===== config.mk =====
export PLATFORM = sky130hd
export DESIGN_NAME = hex_display_ctrl
export DESIGN_NICKNAME = d
export VERILOG_FILES = /design/src/rtl/hex_display_ctrl.sv
export SDC_FILE = /design/constraint.sdc
export NUM_CORES = 1
export LEC_CHECK = 0
export BUFFER_PORTS_ARGS = -buffer_cell sky130_fd_sc_hd__clkbuf_2
export CAP_MARGIN = 20
export CORE_UTILIZATION = 65
export CTS_BUF_LIST = sky130_fd_sc_hd__clkbuf_8
export DETAILED_ROUTE_END_ITERATION = 16
export PLACE_DENSITY = 0.87
export SLEW_MARGIN = 25
export SYNTH_ARGS = -nofsm -noshare
export SYNTH_HDL_FRONTEND = slang
export SYNTH_SLANG_ARGS = --single-unit

===== constraint.sdc =====
create_clock -name clk -period 5.1 [get_ports clk]
set_clock_uncertainty 0.05 [all_clocks]
set_input_delay 0.255 -clock clk [delete_from_list [all_inputs] [get_ports clk]]
set_output_delay 0.255 -clock clk [all_outputs]
set_load 0.01 [all_outputs]

===== src/rtl/hex_display_ctrl.sv =====
// Multi-digit active-low seven-segment controller: holds a loaded value and shows it
// static, blinking, rotating or free-running-counting, paced by a tick prescaler.
module hex_display_ctrl #(
    parameter int NDIGITS  = 6,
    parameter int TICK_DIV = 25_000_000
) (
    input  logic                   clk,
    input  logic                   reset_n,
    input  logic                   load,
    input  logic [4*NDIGITS-1:0]   value,
    input  logic [1:0]             mode,
    input  logic                   blank_lz,
    output logic [7*NDIGITS-1:0]   seg,
    output logic                   tick
);

    localparam int W  = 4 * NDIGITS;
    localparam int CW = (TICK_DIV > 2) ? $clog2(TICK_DIV) : 1;
    localparam int OW = (NDIGITS > 1) ? $clog2(NDIGITS) : 1;

    localparam logic [1:0] MODE_STATIC = 2'b00;
    localparam logic [1:0] MODE_BLINK  = 2'b01;
    localparam logic [1:0] MODE_SCROLL = 2'b10;
    localparam logic [1:0] MODE_COUNT  = 2'b11;

    generate
        if (TICK_DIV < 2 || NDIGITS < 1 || NDIGITS > 8) begin : g_bad_params
            $error("hex_display_ctrl: unsupported NDIGITS or TICK_DIV");
        end
    endgenerate

    logic [W-1:0]         r_val;
    logic [CW-1:0]        r_cnt;
    logic [OW-1:0]        r_offset;
    logic                 r_phase;
    logic [1:0]           r_mode;
    logic                 r_blz;
    logic                 r_tick;
    logic [7*NDIGITS-1:0] r_seg;

    logic                 w_clear;
    logic                 w_wrap;
    logic                 w_tick_evt;
    logic [2*W-1:0]       w_dbl_rot;
    logic [W-1:0]         w_disp_val;
    logic                 w_blink_off;
    logic                 w_lz_en;
    logic [7*NDIGITS-1:0] w_seg_next;

    function automatic logic [6:0] f_decode(input logic [3:0] n);
        logic [6:0] s;
        case (n)
            4'h0: s = 7'h40;
            4'h1: s = 7'h79;
            4'h2: s = 7'h24;
            4'h3: s = 7'h30;
            4'h4: s = 7'h19;
            4'h5: s = 7'h12;
            4'h6: s = 7'h02;
            4'h7: s = 7'h78;
            4'h8: s = 7'h00;
            4'h9: s = 7'h10;
            4'hA: s = 7'h08;
            4'hB: s = 7'h03;
            4'hC: s = 7'h46;
            4'hD: s = 7'h21;
            4'hE: s = 7'h06;
            default: s = 7'h0E;
        endcase
        return s;
    endfunction

    assign w_clear    = load | (mode != r_mode);
    assign w_wrap     = (r_cnt == CW'(TICK_DIV - 1));
    assign w_tick_evt = w_wrap & ~w_clear;

    // Upper half of the doubled value shifted left by offset digits is the rotated value.
    assign w_dbl_rot   = {r_val, r_val} << {r_offset, 2'b00};
    assign w_disp_val  = (r_mode == MODE_SCROLL) ? w_dbl_rot[2*W-1:W] : r_val;
    assign w_blink_off = (r_mode == MODE_BLINK) && !r_phase;
    assign w_lz_en     = r_blz && (r_mode != MODE_SCROLL);

    generate
        for (genvar gi = 0; gi < NDIGITS; gi++) begin : g_digit
            logic w_upper_zero;
            logic w_blank;
            assign w_upper_zero = (w_disp_val[W-1:4*gi] == '0);
            assign w_blank      = w_blink_off || (w_lz_en && (gi != 0) && w_upper_zero);
            assign w_seg_next[7*gi +: 7] = w_blank ? 7'h7F : f_decode(w_disp_val[4*gi +: 4]);
        end
    endgenerate

    always_ff @(posedge clk) begin
        if (!reset_n) begin
            r_val    <= '0;
            r_cnt    <= '0;
            r_offset <= '0;
            r_phase  <= 1'b1;
            r_mode   <= MODE_STATIC;
            r_blz    <= 1'b0;
            r_tick   <= 1'b0;
            r_seg    <= '1;
        end else begin
            r_seg  <= w_seg_next;
            r_mode <= mode;
            r_blz  <= blank_lz;
            r_tick <= w_tick_evt;
            if (w_clear) begin
                r_cnt    <= '0;
                r_offset <= '0;
                r_phase  <= 1'b1;
                if (load) begin
                    r_val <= value;
                end
            end else begin
                r_cnt <= w_wrap ? '0 : r_cnt + 1'b1;
                if (w_wrap) begin
                    case (r_mode)
                        MODE_BLINK:  r_phase <= ~r_phase;
                        MODE_SCROLL: r_offset <= (r_offset == OW'(NDIGITS - 1)) ? '0
                                                                                : r_offset + 1'b1;
                        MODE_COUNT:  r_val <= r_val + 1'b1;
                        default: ;
                    endcase
                end
            end
        end
    end

    assign seg  = r_seg;
    assign tick = r_tick;

endmodule


==> results.py <==
metrics = {
    "outcome": {
        "status": "complete, no violations",
    },
    "timing": {
        "relSlewSlack": 0.309,
        "tightest_slew_ns": 1.03,
        "grt_setup_unrepaired": "false",
        "hold_violations": 0,
        "tns_ns": 0,
        "setup-violations-final": 0,
        "post-route-min-period_ns": 4.03,
        "max_freq_ghz": 0.248,
        "finalMaxSlewViolations": 0,
        "min_period_over_period": 0.791,
    },
    "setup_path": {
        "worstPathCellList": "mux4_2, mux2i_1, a21oi_1, inv_1, ha_1, nor4bb_1, nand2_1, nor4bb_1, a21oi_2, o211ai_1",
        "cp.required_ns": 5.36,
        "r2r_setup_slack_ns": 1.07,
        "crit_family": "simple AND/OR/NAND/NOR gates",
        "reg2reg_to": "seg[8]",
        "worstReg2RegStart": "r_offset[0]",
        "crit_top_cell": "nor4bb_1",
        "r2r_cells": 10,
        "crit_path_end_kind": "register",
        "cp_slowest_stage_delay_ns": 0.98,
        "critPathBufInv": 1,
        "cp_data_arrival_time_ns": 4.30,
        "cpMaxStageDelayCell": "dfxtp_1",
        "critPathLaunchType": "register",
        "path_class": "register to register",
        "crit_fanout": 22,
    },
    "grt": {
        "grt_busiest_layer": "met2",
        "grt_pass1_wl_um": 27600,
        "grt_max_degree": 48,
        "grt_use_met2": 0.511,
        "antenna_found_initial": 0,
        "overflow": 0,
        "grt_util_met1": 0.393,
        "use_met3": 0.0526,
        "track_usage": 0.308,
        "grt_pass1_vias": 5894,
    },
    "die": {
        "top_level_ports": 73,
        "dieArea_um2": 10900,
        "die_h_um": 104,
        "start_util": 0.684,
        "die_width_um": 104,
        "rows": 36,
        "core-area_um2": 9950,
    },
    "clock_network": {
        "cts.sinks": 99,
        "h-tree-depth": 3,
        "cts_inserted_buffers": 9,
        "cts_tree": "yes",
        "ctsRootBufferMaster": "clkbuf_8",
        "cts_buffer_depth": 2,
        "cts_setup_buffers": 0,
        "ctsHoldBuffers": 0,
        "clk_latency_ns": 0.38,
        "cts_resized": 0,
        "clk_pin_slew_ns": 0.10,
    },
    "power_and_ir_drop": {
        "power.leakage_uw": 0.00280,
        "ir_drop_mv": 0.161,
        "power_density_nw_per_um2": 246,
    },
    "flow_run": {
        "drv_cap": 0,
    },
    "synthesis": {
        "synth_top_family_by_area": "simple AND/OR/NAND/NOR gates",
        "synth_simple_gate_area_frac": 0.207,
        "ys.flop_type": "dfxtp_1",
        "ys_types": 80,
        "synth_top_area_frac": 0.291,
        "syn_inst": 799,
        "yosysWarnings": 0,
        "synth_edf_count": 0,
        "synthesis.area_um2": 6810,
        "synthTopCellsByArea": "dfxtp_1, ha_1, mux4_2, mux2i_1, nand2_1",
        "synth_mux_area_frac": 0.149,
        "synthAdderAreaFrac": 0.0607,
        "synth_top_area_cell": "dfxtp_1",
        "synth_top_cells_by_count": "dfxtp_1, nand2_1, nor2_1",
        "synthXorXnorAreaFrac": 0.0373,
        "synthArstFlopShare": 0,
        "synth.net_count": 862,
        "avgSynthCellArea_um2": 8.52,
        "ys_seq_area_frac": 0.291,
        "ys_ff_latch": 99,
        "synth-compound-area-share": 0.195,
        "synth.most_common_cell": "dfxtp_1",
    },
    "finish": {
        "diodes": 0,
        "fin_nets": 893,
        "final_util": 0.735,
        "drive_above_1_share": 0.174,
        "syn_to_final_growth_pct": 7.43,
    },
    "min_path": {
        "worstHoldPathType": "input pin to register",
        "min_path_cells": 2,
        "whs_endpoint": "r_blz",
        "min_from": "blank_lz",
    },
    "routing": {
        "drt-pass1-iter-count": 5,
        "drtAntennaViolNets": 0,
        "dr.first_iter.drc_count": 451,
        "drc_errors": 0,
        "routed_wl_um": 16600,
        "avgRoutedWirePerCell_um": 17.1,
        "viasPerCell": 6.46,
        "vias": 6250,
    },
    "placement": {
        "gp_congestion": 0.934,
        "dp.final_hpwl_um": 11900,
        "port_buffers": 72,
    },
}
-- worst reg2reg max path, stage by stage, from the launching register on --
cell and delay (ns):
dfxtp_1 0.98, mux4_2 0.63, mux2i_1 0.15, a21oi_1 0.16
inv_1 0.19, ha_1 0.24, nor4bb_1 0.66, nand2_1 0.15
nor4bb_1 0.47, a21oi_2 0.16, o211ai_1 0.14
-- layer usage --
metal | part of all wire | up-vias
li1 | - | 2981
met1 | 0.43 | 2943
met2 | 0.47 | 282
met3 | 0.071 | 44
met4 | 0.026 | 0
met5 | 0 | -
-- registers in the layout, indices dropped and copies added (netlist names) --
name,flops
r_cnt,25
r_phase,1
seg,42
r_val,24
tick,1
r_mode,2
r_blz,1
r_offset,3
-- stage by stage --
step / total power (uW) / setup WS, ns / instance area, um^2 / hold slack, ns / std cells
floorplan: 1180 / 1.73 / 6810 / 0.327 / 799
global placement: 1280 / 1.24 / 7100 / 0.406 / 951
detailed placement: 1300 / 1.10 / 7100 / 0.422 / 951
CTS: 1790 / 1.10 / 7290 / 0.0331 / 966
global route: 1880 / 0.766 / 7310 / 0.0496 / 967
finish: 1800 / 1.07 / 7310 / 0.0398 / 967
-- power by group --
group          total [uW]  switching [uW]  leakage, uW  internal (uW)
Clock                 512             285    0.0000988            227
Combinational         405             234      0.00188            171
Sequential            881            53.7     0.000818            827
Total                1800             573      0.00280           1220
-- cell usage in the layout, fill, tap and decap left out, types with 7 or more instances in the layout --
cell type  count
xnor2_1       11
o221ai_1      13
or3_1         12
nor3_1        13
mux2_2        10
mux2i_1       40
nand3_1       32
a31oi_1        7
xor2_1        18
nand2_1       85
and2_1        10
clkbuf_2      72
mux4_2        18
clkbuf_8       9
o21ai_0       33
nand4_1       11
nor2_1        68
ha_1          33
dfxtp_1       98
o31ai_1       11
inv_1         24
nor2b_1        9
and3_1         7
a21oi_1       48
buf_4          9
o211ai_1      12
-- cell families after synthesis --
family                     count (synthesis)
AOI/OAI and AO/OA                        194
xor gates and xnor gates                  29
adders and majority gates                 33
buffers and inverters                     87
DFF                                       99
muxes                                     73
and+or+nand+nor                          284
-- cell type report --
type | instances | area (um^2)
timing repair buffer | 82 | 455
fill | 739 | 2640
sequential | 99 | 1980
inverter | 25 | 93.8
tap | 133 | 166
clock buffer | 9 | 124
multi-input combinational | 613 | 4420
clock inverter | 6 | 66.3
-- worst max path at each step --
stage	startpoint	end	slack, ns	cells after the start
after detailed placement	r_offset[1]	seg[23]	1.10	10
after global routing	r_offset[0]	seg[12]	0.77	10
after CTS	r_offset[1]	seg[26]	1.10	10
final	r_offset[0]	seg[8]	1.07	10
after floorplan	r_offset[0]	seg[10]	1.73	14
after global placement	r_offset[1]	seg[10]	1.24	11
Note: power is estimated with default switching activity, not from simulation.
